`src/rtl/ifu_pkg.sv`:
```
// ifu_pkg: shared FSM states, fault cause codes and AXI response constants for the fetch unit
package ifu_pkg;
  typedef enum logic [2:0] {IDLE, REQ, WAIT, DELIVER, ERR} ifu_state_e;
  localparam logic [1:0] CAUSE_NONE     = 2'b00;
  localparam logic [1:0] CAUSE_BUS      = 2'b01;
  localparam logic [1:0] CAUSE_TIMEOUT  = 2'b10;
  localparam logic [1:0] CAUSE_MISALIGN = 2'b11;
  localparam logic [1:0] RESP_OKAY      = 2'b00;
endpackage

```
`src/rtl/ifu_pc_q.sv`:
```
// ifu_pc_q: fetch PC register with reset load, redirect select and +4 step
module ifu_pc_q #(
  parameter logic [31:0] RST_ADDR = 32'h8000_0000
) (
  input  logic        clk,
  input  logic        rst,
  input  logic        load,
  input  logic        inc,
  input  logic [31:0] load_addr,
  output logic [31:0] pc
);
  // redirect beats sequential advance; +4 wraps naturally at 2**32
  always_ff @(posedge clk)
    pc <= rst ? RST_ADDR : load ? load_addr : inc ? pc + 32'd4 : pc;
endmodule

```
`src/rtl/ifu_fetch_ctrl.sv`:
```
// ifu_fetch_ctrl: PC sequencing and single-outstanding instruction fetch; IFU_MISALIGN_CHK_EN faults misaligned redirects
module ifu_fetch_ctrl
  import ifu_pkg::*;
#(
  parameter logic [31:0] RST_ADDR  = 32'h8000_0000,
  parameter int          TIMEOUT_W = 8
) (
  input  logic        clk,
  input  logic        rst,
  input  logic        redirect_valid,
  input  logic [31:0] redirect_addr,
  output logic        ifu_arvalid,
  output logic [31:0] ifu_araddr,
  input  logic        ifu_arready,
  input  logic        ifu_rvalid,
  input  logic [31:0] ifu_rdata,
  input  logic [1:0]  ifu_rresp,
  output logic        ifu_rready,
  output logic        inst_valid,
  input  logic        inst_ready,
  output logic [31:0] inst,
  output logic [31:0] inst_pc,
  output logic [31:0] current_pc,
  output logic        fetch_err,
  output logic [1:0]  err_cause
);
  ifu_state_e           state;
  logic                 pend_valid;
  logic [31:0]          pend_addr;
  logic [TIMEOUT_W-1:0] wd;
  logic [31:0]          redir_fix;
  logic [31:0]          tgt;
  logic                 mis;
  logic                 pc_load;
  logic                 pc_inc;
  logic                 squash;
`ifdef IFU_MISALIGN_CHK_EN
  assign redir_fix = redirect_addr;
  assign mis       = redirect_valid && (redirect_addr[1:0] != 2'b00) && state != ERR;
`else
  assign redir_fix = redirect_addr & ~32'd3;
  assign mis       = 1'b0;
`endif
  assign squash  = pend_valid || redirect_valid;
  assign tgt     = redirect_valid ? redir_fix : pend_addr;
  assign pc_load = !mis && ((redirect_valid && (state == IDLE || state == DELIVER)) ||
                            (state == WAIT && ifu_rvalid && squash));
  assign pc_inc  = state == DELIVER && inst_ready && !redirect_valid;
  assign ifu_araddr = current_pc;
  ifu_pc_q #(.RST_ADDR(RST_ADDR)) u_pc (
    .clk       (clk),
    .rst       (rst),
    .load      (pc_load),
    .inc       (pc_inc),
    .load_addr (tgt),
    .pc        (current_pc)
  );
  // fetch sequencer; all handshake outputs are registered alongside the state
  always_ff @(posedge clk) begin
    if (rst) begin
      state       <= IDLE;
      ifu_arvalid <= 1'b0;
      ifu_rready  <= 1'b0;
      inst_valid  <= 1'b0;
      fetch_err   <= 1'b0;
      err_cause   <= CAUSE_NONE;
      inst        <= '0;
      inst_pc     <= '0;
      pend_valid  <= 1'b0;
      pend_addr   <= '0;
      wd          <= '0;
    end else if (mis) begin
      state       <= ERR;
      ifu_arvalid <= 1'b0;
      ifu_rready  <= 1'b0;
      inst_valid  <= 1'b0;
      fetch_err   <= 1'b1;
      err_cause   <= CAUSE_MISALIGN;
    end else begin
      case (state)
        IDLE: begin
          state       <= REQ;
          ifu_arvalid <= 1'b1;
        end
        REQ: begin
          if (redirect_valid) begin
            pend_valid <= 1'b1;
            pend_addr  <= redir_fix;
          end
          if (ifu_arready) begin
            state       <= WAIT;
            ifu_arvalid <= 1'b0;
            ifu_rready  <= 1'b1;
            wd          <= '0;
          end
        end
        WAIT: begin
          if (redirect_valid) begin
            pend_valid <= 1'b1;
            pend_addr  <= redir_fix;
          end
          if (ifu_rvalid) begin
            ifu_rready <= 1'b0;
            pend_valid <= 1'b0;
            if (squash) begin
              state       <= REQ;
              ifu_arvalid <= 1'b1;
            end else if (ifu_rresp != RESP_OKAY) begin
              state     <= ERR;
              fetch_err <= 1'b1;
              err_cause <= CAUSE_BUS;
            end else begin
              state      <= DELIVER;
              inst_valid <= 1'b1;
              inst       <= ifu_rdata;
              inst_pc    <= current_pc;
            end
          end else if (wd == TIMEOUT_W'((2 ** TIMEOUT_W) - 2)) begin
            state      <= ERR;
            ifu_rready <= 1'b0;
            fetch_err  <= 1'b1;
            err_cause  <= CAUSE_TIMEOUT;
          end else begin
            wd <= wd + 1'b1;
          end
        end
        DELIVER: begin
          if (redirect_valid || inst_ready) begin
            state       <= REQ;
            ifu_arvalid <= 1'b1;
            inst_valid  <= 1'b0;
          end
        end
        default: ;
      endcase
    end
  end
endmodule

```
`config.mk`:
```
export PLATFORM = sky130hd
export DESIGN_NAME = ifu_fetch_ctrl
export DESIGN_NICKNAME = d
export VERILOG_FILES = /design/src/rtl/ifu_pkg.sv /design/src/rtl/ifu_pc_q.sv /design/src/rtl/ifu_fetch_ctrl.sv
export SDC_FILE = /design/constraint.sdc
export NUM_CORES = 1
export LEC_CHECK = 0
export BUFFER_PORTS_ARGS = -buffer_cell sky130_fd_sc_hd__buf_2
export CAP_MARGIN = 25
export CELL_PAD_IN_SITES_DETAIL_PLACEMENT = 1
export CELL_PAD_IN_SITES_GLOBAL_PLACEMENT = 2
export CORE_MARGIN = 2
export CORE_UTILIZATION = 33
export CTS_BUF_LIST = sky130_fd_sc_hd__clkbuf_2 sky130_fd_sc_hd__clkbuf_4 sky130_fd_sc_hd__clkbuf_8
export DETAILED_ROUTE_END_ITERATION = 16
export GPL_ROUTABILITY_DRIVEN = 0
export PLACE_DENSITY_LB_ADDON = 0.08
export SYNTH_ARGS = -nofsm -noshare
export SYNTH_HDL_FRONTEND = slang
export SYNTH_SLANG_ARGS = --single-unit
```
`constraint.sdc`:
```
create_clock -name clk -period 5.1 [get_ports clk]
set_input_delay 0.51 -clock clk [delete_from_list [all_inputs] [get_ports clk]]
set_output_delay 0.51 -clock clk [all_outputs]
set_load 0.01 [all_outputs]
```
==> results of run 1 <==
==> critical path: stages <==
cell and delay, ps:
sky130_fd_sc_hd__buf_2 700, sky130_fd_sc_hd__or3b_2 530, sky130_fd_sc_hd__a31oi_2 600, sky130_fd_sc_hd__buf_4 340, sky130_fd_sc_hd__a22oi_1 110, sky130_fd_sc_hd__o211ai_1 170
==> where the power goes <==
group          switching, µW  internal [µW]  leakage (µW)
combinational            327            240       0.00190
sequential               116           1230       0.00118
clock                    444            588      0.000229
==> logic make-up (layout without fill, tap and decap cells) <==
group,after synthesis,after routing
compound gates,158,158
flops,146,146
mux,58,58
simple gates,319,319
buf+inv,96,247
other cells,0,3
fa+ha+maj,3,3
xor+xnor,16,16
==> registers in the layout, indices dropped and copies added (netlist names), 2 cells and up <==
name	cells
inst_pc	32
inst	32
err_cause	2
wd	8
state	3
pend_addr	32
u_pc.pc	32
==> synthesized netlist by cell type (all sizes together), types with 3 or more instances <==
| cell | count |
|---|---|
| a21oi | 85 |
| mux2 | 21 |
| inv | 7 |
| xor2 | 14 |
| and2 | 3 |
| ha | 3 |
| nand4b | 5 |
| dfxtp | 146 |
| nand3 | 23 |
| nor3 | 13 |
| and3 | 6 |
| o21ai | 12 |
| nand4 | 16 |
| a22oi | 10 |
| or2 | 3 |
| nor2 | 67 |
| clkbuf | 37 |
| a211oi | 10 |
| a31oi | 16 |
| and4 | 4 |
| nand2b | 3 |
| o22ai | 6 |
| nor4 | 3 |
| mux2i | 37 |
| buf | 52 |
| nor2b | 5 |
| or3 | 9 |
| o211ai | 5 |
| nand2 | 151 |
==> final cells by class <==
type / instances / area (µm²) / area share
Clock buffer: 22 / 297 / 0.0368
Sequential cell: 146 / 2920 / 0.362
Inverter: 7 / 26.3 / 0.00326
Tap cell: 270 / 338 / 0.0419
Timing Repair Buffer: 209 / 1080 / 0.134
Antenna cell: 3 / 7.51 / 0.000931
Clock inverter: 9 / 151 / 0.0188
Multi-Input combinational cell: 554 / 3240 / 0.402
==> layer usage <==
metal,GRT usage,vias up,share of wire
met5,0,-,0.0013
met4,0.0461,4,0.0072
met3,0.0569,14,0.061
met2,0.334,156,0.49
met1,0.240,2958,0.44
li1,-,3024,-
==> stage by stage <==
stage	total power [µW]	instances	cell area, µm²	utilization
2_1_floorplan	1760	796	6680	-
3_3_place_gp	1920	1185	7580	0.378
3_5_place_dp	1940	1185	7580	0.378
4_1_cts	2980	1216	8030	0.401
5_1_grt	3100	1219	8060	0.402
6_report	2940	1220	8070	0.403
==> final timing paths <==
kind,startpoint,end,slack [ps],cells after the start
max reg2reg,state[1],state[1],2570,5
min,ifu_rdata[20],inst[20],290,3
min reg2reg,inst[29],inst[29],450,2
max,redirect_valid,u_pc.pc[30],2480,6
==> out/metrics.csv, run 1 <==
stage;metric;value;unit
floorplanning;standard-cell rows;52;
drt;routed length per instance;16.9;µm
global_route;global-route wire length before repair;33300;µm
synthesis;fraction of the mapped netlist area in adder cells;0.00562;
clock_network;hold buffer count at cts;0;
synthesis;largest area contributor in the netlist;sky130_fd_sc_hd__dfxtp_1;
cells_and_area;NumNets Final;1010;
timing;final cycle utilization of the critical path;0.513;
synthesis;Avg Synthesized Cell Area;8.39;µm²
clock_network;total number of clock tree sinks;146;
synthesis;cell count after synthesis;796;
clock_network;Max H-tree Level;4;
drt;DR DRC count;0;
timing;final period demand of the worst path;2620;ps
critical_path;crit path DAT;2990;ps
clock_network;CTS Buffer Depth;2;
clock_network;TritonCTS clock tree;yes;
synthesis;Synth Cell Area;6680;µm²
synthesis;share of synthesized cell area in and, or, nand and nor gates;0.224;
synthesis;count of yosys warnings during synthesis;0;
synthesis;Compound-Gate Fraction of Synth Area;0.143;
cells_and_area;area growth from synthesis to layout;20.8;%
synthesis;share of flip-flops with an asynchronous set or reset after synthesis;0;
placement;detailed placer's ending HPWL;14600;µm
timing;# setup viols final;0;
synthesis;leading post-synthesis cells by cell area;sky130_fd_sc_hd__dfxtp_1 (44%), sky130_fd_sc_hd__nand2_1 (8.5%), sky130_fd_sc_hd__a21oi_1 (6.3%), sky130_fd_sc_hd__mux2i_1 (5.5%), sky130_fd_sc_hd__buf_4 (3.8%);
timing;final total negative setup slack;0;ps
timing;setup slack of the critical path after layout;2480;ps
synthesis;EDFF count, synth;0;
timing;slew at the pin closest to its max-slew limit;956;ps
floorplanning;chip height;146;µm
pwr;Peak supply drop;0.152;mV
floorplanning;effective utilization at floorplan;0.333;
synthesis;Mapped Nets;871;
synthesis;Yosys cell types;57;
drt;count of TritonRoute iterations in the first routing pass;5;
synthesis;mux contribution to synthesized area;0.0909;
floorplanning;I/O Pins;206;
critical_path;startpoint type of the worst setup path;primary input;
cells_and_area;fill count;2453;
pwr;Leak;0.00331;µW
timing;RSZ-0062 raised after global routing;false;
critical_path;critical path data required time;5470;ps
global_route;final global-route overflow total;0;
clock_network;Num CTS Buffers;17;
global_route;vias in the first global route;6216;
clock_network;# resized after CTS;0;
synthesis;synthesis-stage register bit count;146;
synthesis;area share of the leading cell type in the synthesized netlist;0.438;
drt;Detailed Route WL;20600;µm
global_route;aggregate global-route resource usage;0.194;
clock_network;post-CTS setup repair buffer count;0;
synthesis;largest family of logic cells by synthesized area;simple AND/OR/NAND/NOR gates;
timing;timing-limited maximum frequency;382;MHz
synthesis;XOR/XNOR Fraction of Synth Area;0.0210;
synthesis;post-synthesis sequential area ratio;0.438;
placement;Buffers on Ports;203;
timing;Final Hold Slack;291;ps
synthesis;Primary FF master, synth;sky130_fd_sc_hd__dfxtp_1;
status;outcome;complete, no violations;
timing;Final Max Slew Viols;0;
global_route;maximum number of pins on one net before global-route repair;99;
critical_path;element type at the critical path end;flip-flop;
clock_network;clock edge transition at the registers on the reported setup and hold paths;80;ps
drt;average vias per placed instance;5.05;
pwr;PwrDens;364;nW/µm²
cells_and_area;proportion of layout cells with a drive suffix above 1;0.293;
critical_path;worst setup path class;primary input to flip-flop;
floorplanning;width of the die;146;µm
timing;slew margin rel.;0.363;
drt;Detail Route Antenna Nets;0;
critical_path;critical path peak fanout;43;
cells_and_area;most common library cell in the layout ignoring fill and taps;sky130_fd_sc_hd__buf_2;
drt;total vias in the final route;6156;
placement;worst slack at placement;1990;ps
timing;final hold violation count;0;
hold_path;path category of the worst min-delay check;primary input to flip-flop;
cells_and_area;most frequent cells in the layout;sky130_fd_sc_hd__buf_2 (202), sky130_fd_sc_hd__nand2_1 (151), sky130_fd_sc_hd__dfxtp_1 (146);
drt;initial drt markers;262;
clock_network;clock root buffer;sky130_fd_sc_hd__clkbuf_8;
run;Maximum Capacitance Violations;0;
floorplanning;Die Area;21400;µm²
clock_network;clock insertion delay at the later pin of the skew report;450;ps
timing;worst-case clock skew;12.5;ps
global_route;number of antenna violations at the first check in global routing;5;
floorplanning;placeable core region;20000;µm²
No activity file was read; power rests on OpenSTA's default activity.
==> inputs of run 2 (changes only) <==
- CORE_UTILIZATION: 33 -> 27
- clock period: 5.1 -> 2.2 ns (I/O delays scaled with it)
==> run 2 against run 1 <==
Compared with the run above: sequential share of layout area shrank 2.7 points; sequential power grew 130%; count of clock-buffer cells in the layout is 3 higher; first-iteration DRC count decreased by 2.7%; non-clock buffer count grew 59; global-route usage shrank 2.2 points; largest power group unchanged; utilization is 4.4 points lower; critical endpoint is now u_pc.pc[27]; critical path depth shrank 1; critical path type is now flip-flop to flip-flop; wire length grew 9.4%; via count up 4.3%; largest cell class unchanged.
==> out/metrics.csv, run 2 (synthesized netlist as in run 1, its figures left out) <==
stage;metric;value;unit
status;outcome;complete, no violations;
clock_network;clock edge transition at the registers on the reported setup and hold paths;90;ps
cells_and_area;number of standard cells in the final layout excluding fillers;1332;
pwr;internal power summed over all cells;4960;µW
run;Maximum Capacitance Violations;0;
cells_and_area;proportion of layout cells with a drive suffix above 1;0.307;
clock_network;Max H-tree Level;4;
pwr;combinational share of power;0.223;
timing;final total negative setup slack;0;ps
cells_and_area;summed area of non-filler cells in the final layout;8730;µm²
global_route;vias in the first global route;6580;
cells_and_area;NumNets Final;1069;
cells_and_area;fill count;2940;
floorplanning;placeable core region;24300;µm²
critical_path;largest delay contributor family on the critical path;simple AND/OR/NAND/NOR gates;
timing;# setup viols final;0;
timing;slew at the pin closest to its max-slew limit;560;ps
global_route;met2 global-route usage;0.311;
placement;# placed instances;1271;
timing;final period demand of the worst path;2030;ps
clock_network;TritonCTS clock tree;yes;
clock_network;CTS Buffer Depth;2;
floorplanning;width of the die;161;µm
critical_path;critical path peak fanout;10;
critical_path;worst setup path class;flip-flop to flip-flop;
critical_path;critical path data required time;2570;ps
clock_network;post-CTS setup repair buffer count;0;
drt;Detailed Route WL;22600;µm
pwr;Peak supply drop;0.276;mV
floorplanning;I/O Pins;206;
placement;Area after DPL;7980;µm²
drt;total vias in the final route;6420;
drt;Detail Route Antenna Nets;0;
pwr;PwrDens;812;nW/µm²
global_route;global-route track usage on met3;0.0431;
placement;Buffers on Ports;203;
pwr;Leak;0.00361;µW
cells_and_area;most frequent cells in the layout;sky130_fd_sc_hd__buf_2 (202), sky130_fd_sc_hd__nand2_1 (151), sky130_fd_sc_hd__dfxtp_1 (146);
placement;detailed placer's ending HPWL;16500;µm
cells_and_area;area growth from synthesis to layout;30.7;%
timing;timing-limited maximum frequency;491;MHz
critical_path;Buf/Inv on CP;0;
timing;RSZ-0062 raised after global routing;false;
timing;slew margin rel.;0.627;
critical_path;crit-path max cell delay;520;ps
clock_network;total number of clock tree sinks;146;
global_route;global-route wire length before repair;35300;µm
timing;final hold violation count;0;
pwr;Clock Power Share;0.349;
drt;routed length per instance;17.0;µm
clock_network;Num CTS Buffers;17;
timing;worst-case clock skew;17.4;ps
floorplanning;chip height;161;µm
clock_network;hold buffer count at cts;28;
global_route;maximum number of pins on one net before global-route repair;65;
global_route;aggregate global-route resource usage;0.172;
drt;initial drt markers;255;
critical_path;element type at the critical path end;flip-flop;
timing;final cycle utilization of the critical path;0.925;
critical_path;Slowest cell on crit path;sky130_fd_sc_hd__dfxtp_1;
drt;DR DRC count;0;
timing;Final Max Slew Viols;0;
critical_path;crit path DAT;2400;ps
drt;count of TritonRoute iterations in the first routing pass;4;
cells_and_area;Core Util, Final;0.359;
clock_network;clock insertion delay at the later pin of the skew report;440;ps
pwr;fraction of power consumed by sequential logic;0.428;
cells_and_area;most common library cell in the layout ignoring fill and taps;sky130_fd_sc_hd__buf_2;
global_route;final global-route overflow total;0;
pwr;Switching Share;0.300;
hold_path;path category of the worst min-delay check;primary input to flip-flop;
global_route;global routing's busiest layer;met2;
global_route;number of antenna violations at the first check in global routing;3;
critical_path;startpoint type of the worst setup path;flip-flop;
floorplanning;effective utilization at floorplan;0.274;
drt;average vias per placed instance;4.82;
clock_network;# resized after CTS;0;
floorplanning;standard-cell rows;57;
floorplanning;Die Area;26000;µm²
critical_path;critical-path cell list;nand3b_1, nor3_2, nand4_1, or2_2, a31oi_1;
global_route;met1 capacity usage during global routing;0.205;
clock_network;clock root buffer;sky130_fd_sc_hd__clkbuf_8;
pwr;net switching power figure;2130;µW
## run 2: changes by cell type in the layout (fill, tap and decap cells not counted), sizes merged
| cell | delta |
|---|---|
| buf | +31 |
| clkbuf | +3 |
| clkinv | -2 |
| diode | -2 |
| dlygate4sd3 | +28 |
## run 2: power by group through the flow
stage | clock [µW] | sequential, µW | combinational, µW
CTS | 2560 | 3040 | 1610
global placement | 0 | 3090 | 1540
finish | 2470 | 3040 | 1580
global route | 2670 | 3070 | 1740
floorplan | 0 | 3090 | 1000
detailed placement | 0 | 3100 | 1570
## run 2: final timing paths
check | start | end | slack [ps] | cells past startpoint
setup / recovery | state[0] | u_pc.pc[27] | 170 | 5
setup reg to reg | state[0] | u_pc.pc[27] | 170 | 5
hold / removal | ifu_rdata[19] | inst[19] | 30 | 3
hold reg to reg | inst_pc[10] | inst_pc[10] | 450 | 2
## run 2: worst register-to-register path, stage by stage, from the launching register on
cell,delay [ps]
sky130_fd_sc_hd__dfxtp_1,520
sky130_fd_sc_hd__nand3b_1,320
sky130_fd_sc_hd__nor3_2,430
sky130_fd_sc_hd__nand4_1,200
sky130_fd_sc_hd__or2_2,310
sky130_fd_sc_hd__a31oi_1,180
## run 2: area by class of cell
class | instances | area [µm²] | share of cell area
Clock buffer | 25 | 319 | 0.0366
Tap cell | 324 | 405 | 0.0465
Sequential cell | 146 | 2920 | 0.335
Multi-Input combinational cell | 554 | 3240 | 0.371
Timing Repair Buffer | 268 | 1660 | 0.191
Inverter | 7 | 26.3 | 0.00301
Clock inverter | 7 | 145 | 0.0166
Antenna cell | 1 | 2.50 | 0.000287
## run 2: per-stage QoR
| step | hold slack [ps] | worst slack [ps] | total power (µW) |
|---|---|---|---|
| finish | 34.8 | 165 | 7090 |
| global route | 2.43 | 13.3 | 7480 |
| CTS | 2.47 | 152 | 7210 |
| detailed placement | 445 | 178 | 4670 |
| global placement | 438 | 190 | 4620 |
| floorplan | 356 | 331 | 4090 |
## run 2: layer usage
layer	vias up	wire (µm)
met5	-	14
li1	3135	-
met3	16	1090
met2	159	11300
met4	4	179
met1	3106	9960
==> inputs of run 3 (changes only) <==
- SYNTH_HIERARCHICAL: not set -> 1
==> run 3 against run 2 <==
Compared with the run above: wire length shrank 4.5%; maximum frequency grew 0.73%; final cell count shrank 0.30%; count of clock-buffer cells in the layout shrank 6; via count shrank 4.0%.
==> out/metrics.csv, run 3 <==
stage;metric;value;unit
pwr;internal power summed over all cells;4730;µW
critical_path;worst reg2reg path startpoint;state[2];
floorplanning;chip height;162;µm
global_route;maximum number of pins on one net before global-route repair;139;
cells_and_area;NumNets Final;1064;
timing;slew at the pin closest to its max-slew limit;730;ps
clock_network;clock insertion delay at the later pin of the skew report;450;ps
timing;timing-limited maximum frequency;495;MHz
critical_path;critical path peak fanout;10;
synthesis;ranking of synthesized cells by instance count;sky130_fd_sc_hd__nand2_1 (153), sky130_fd_sc_hd__dfxtp_1 (146), sky130_fd_sc_hd__a21oi_1 (98);
pwr;combinational share of power;0.179;
cells_and_area;summed area of non-filler cells in the final layout;8710;µm²
pwr;Leak;0.00376;µW
global_route;vias in the first global route;6602;
drt;count of TritonRoute iterations in the first routing pass;4;
timing;final period demand of the worst path;2020;ps
cells_and_area;number of standard cells in the final layout excluding fillers;1328;
timing;Final Max Slew Viols;0;
pwr;Clock Power Share;0.378;
critical_path;Worst Reg2Reg Path Length in Cells;8;
synthesis;leading post-synthesis cells by cell area;sky130_fd_sc_hd__dfxtp_1 (43%), sky130_fd_sc_hd__nand2_1 (8.5%), sky130_fd_sc_hd__a21oi_1 (7.2%), sky130_fd_sc_hd__mux2i_1 (5.9%), sky130_fd_sc_hd__mux2_2 (5.0%);
global_route;number of antenna violations at the first check in global routing;3;
global_route;global-route wire length before repair;34600;µm
critical_path;crit path DAT;2360;ps
cells_and_area;area growth from synthesis to layout;28.7;%
clock_network;total number of clock tree sinks;146;
status;outcome;complete, no violations;
hold_path;Hold Path Stages;3;
run;Maximum Capacitance Violations;0;
timing;# setup viols final;0;
pwr;net switching power figure;1860;µW
synthesis;Mapped Nets;873;
synthesis;largest area contributor in the netlist;sky130_fd_sc_hd__dfxtp_1;
drt;total vias in the final route;6163;
clock_network;clock edge transition at the registers on the reported setup and hold paths;90;ps
synthesis;post-synthesis sequential area ratio;0.432;
hold_path;hold_sp;ifu_rdata[1];
timing;worst-case clock skew;14.0;ps
synthesis;cell with the most instances after synthesis;sky130_fd_sc_hd__nand2_1;
critical_path;element type at the critical path end;flip-flop;
critical_path;startpoint type of the worst setup path;flip-flop;
timing;final cycle utilization of the critical path;0.918;
cells_and_area;most common library cell in the layout ignoring fill and taps;sky130_fd_sc_hd__buf_2;
floorplanning;standard-cell rows;57;
cells_and_area;Core Util, Final;0.356;
drt;met3 wire length;1090;µm
floorplanning;placeable core region;24500;µm²
timing;final hold violation count;0;
synthesis;share of flip-flops with an asynchronous set or reset after synthesis;0;
clock_network;clock root buffer;sky130_fd_sc_hd__clkbuf_8;
synthesis;synthesis-stage register bit count;146;
drt;initial drt markers;249;
drt;routed wl met2;11100;µm
clock_network;post-CTS setup repair buffer count;0;
pwr;Switching Share;0.283;
drt;routed length per instance;16.2;µm
placement;Area after DPL;7920;µm²
clock_network;Num CTS Buffers;17;
drt;average vias per placed instance;4.64;
pwr;PwrDens;757;nW/µm²
drt;Detailed Route WL;21600;µm
global_route;final global-route overflow total;0;
drt;Detail Route Antenna Nets;0;
hold_path;path category of the worst min-delay check;primary input to flip-flop;
synthesis;Yosys cell types;57;
critical_path;critical path data required time;2540;ps
pwr;fraction of power consumed by sequential logic;0.443;
cells_and_area;most frequent cells in the layout;sky130_fd_sc_hd__buf_2 (202), sky130_fd_sc_hd__nand2_1 (153), sky130_fd_sc_hd__dfxtp_1 (146);
synthesis;cell count after synthesis;798;
synthesis;Primary FF master, synth;sky130_fd_sc_hd__dfxtp_1;
synthesis;EDFF count, synth;0;
floorplanning;effective utilization at floorplan;0.277;
timing;final total negative setup slack;0;ps
floorplanning;Die Area;26300;µm²
timing;Final Hold Slack;43.9;ps
global_route;aggregate global-route resource usage;0.166;
synthesis;area share of the leading cell type in the synthesized netlist;0.432;
synthesis;count of yosys warnings during synthesis;6;
drt;DR DRC count;0;
floorplanning;width of the die;162;µm
placement;Buffers on Ports;203;
critical_path;critical-path cell list;nand3b_1, nor3b_4, nand4_4, nor4_4, buf_4, nand4_1, xnor2_1, o21a_1;
synthesis;Synth Cell Area;6770;µm²
drt;top routing layer in use;met5;
critical_path;worst setup path class;flip-flop to flip-flop;
synthesis;Avg Synthesized Cell Area;8.48;µm²
timing;RSZ-0062 raised after global routing;false;
placement;detailed placer's ending HPWL;14900;µm
critical_path;Slowest cell on crit path;sky130_fd_sc_hd__dfxtp_1;
clock_network;CTS Buffer Depth;2;
critical_path;crit-path max cell delay;320;ps
clock_network;TritonCTS clock tree;yes;
clock_network;Max H-tree Level;4;
pwr;Peak supply drop;0.309;mV
critical_path;Worst setup startpoint;state[2];
floorplanning;I/O Pins;206;
timing;slew margin rel.;0.513;
drt;routed metal-1 wirelength;9060;µm
placement;# placed instances;1263;
cells_and_area;proportion of layout cells with a drive suffix above 1;0.306;
==> run 3: cell count changes after synthesis, sizes merged, moves of 10 or more <==
| cell | previous run | this run |
|---|---|---|
| o21a | 0 | 16 |
| a22oi | 10 | 0 |
| nor3 | 13 | 3 |
| a31oi | 16 | 5 |
| a21oi | 85 | 98 |
| xnor2 | 2 | 17 |
| clkbuf | 37 | 27 |
| inv | 7 | 20 |
==> run 3: per-layer routing <==
| metal | GRT usage | vias to the layer above |
|---|---|---|
| li1 | - | 3039 |
| met1 | 0.189 | 2975 |
| met2 | 0.301 | 131 |
| met3 | 0.0447 | 16 |
| met4 | 0.0527 | 2 |
| met5 | 0 | - |
==> run 3: layout make-up <==
class / instances / area (µm²)
multi-input cells: 544 / 3250
fillers: 2955 / 15800
clock inverters: 13 / 208
well taps: 324 / 405
repair buffers: 260 / 1590
flip-flops and latches: 146 / 2920
inverters: 20 / 75.1
clock buffers: 19 / 255
diodes: 2 / 5.00
==> run 3: cell families (layout without fill, tap and decap cells) <==
family	Yosys count	after routing	synth area share
DFF	146	146	0.432
buffers and inverters	108	312	0.0908
and+or+nand+nor	297	297	0.202
muxes	70	70	0.109
xor gates and xnor gates	27	27	0.0349
other	0	2	0
adders and majority gates	3	3	0.00555
AOI/OAI and AO/OA	147	147	0.125
==> run 3: path summary, 6_finish.rpt <==
check	to	slack [ps]
hold / removal	inst[1]	40
hold reg to reg	inst[20]	460
setup / recovery	u_pc/pc[24]	180
setup reg to reg	u_pc/pc[24]	180
==> run 3: power groups by stage <==
stage          clock, µW  combinational [µW]  sequential (µW)
2_1_floorplan          0                 769             2990
3_3_place_gp           0                1140             2980
3_5_place_dp           0                1160             2980
4_1_cts             2590                1210             2920
5_1_grt             2710                1300             2950
6_report            2490                1180             2920
==> run 3: worst max-delay path, delay by kind of cell (launching register included) <==
kind | cells | cell delay (ps)
xor+xnor | 1 | 150
simple gates | 5 | 1060
flops | 1 | 320
compound gates | 1 | 170
buf+inv | 1 | 220
==> run 3: stage by stage <==
step	power [µW]	setup slack, ps
4_1_cts	6720	89.1
5_1_grt	6960	12.7
3_5_place_dp	4150	99.7
2_1_floorplan	3760	77.4
6_report	6590	180
3_3_place_gp	4110	160
==> run 3: what timing repair did <==
action                     CTS  global route
hold endpoints to repair    31             0
hold buffers                31             0
resized for setup            0             1
setup endpoints to repair    0             6
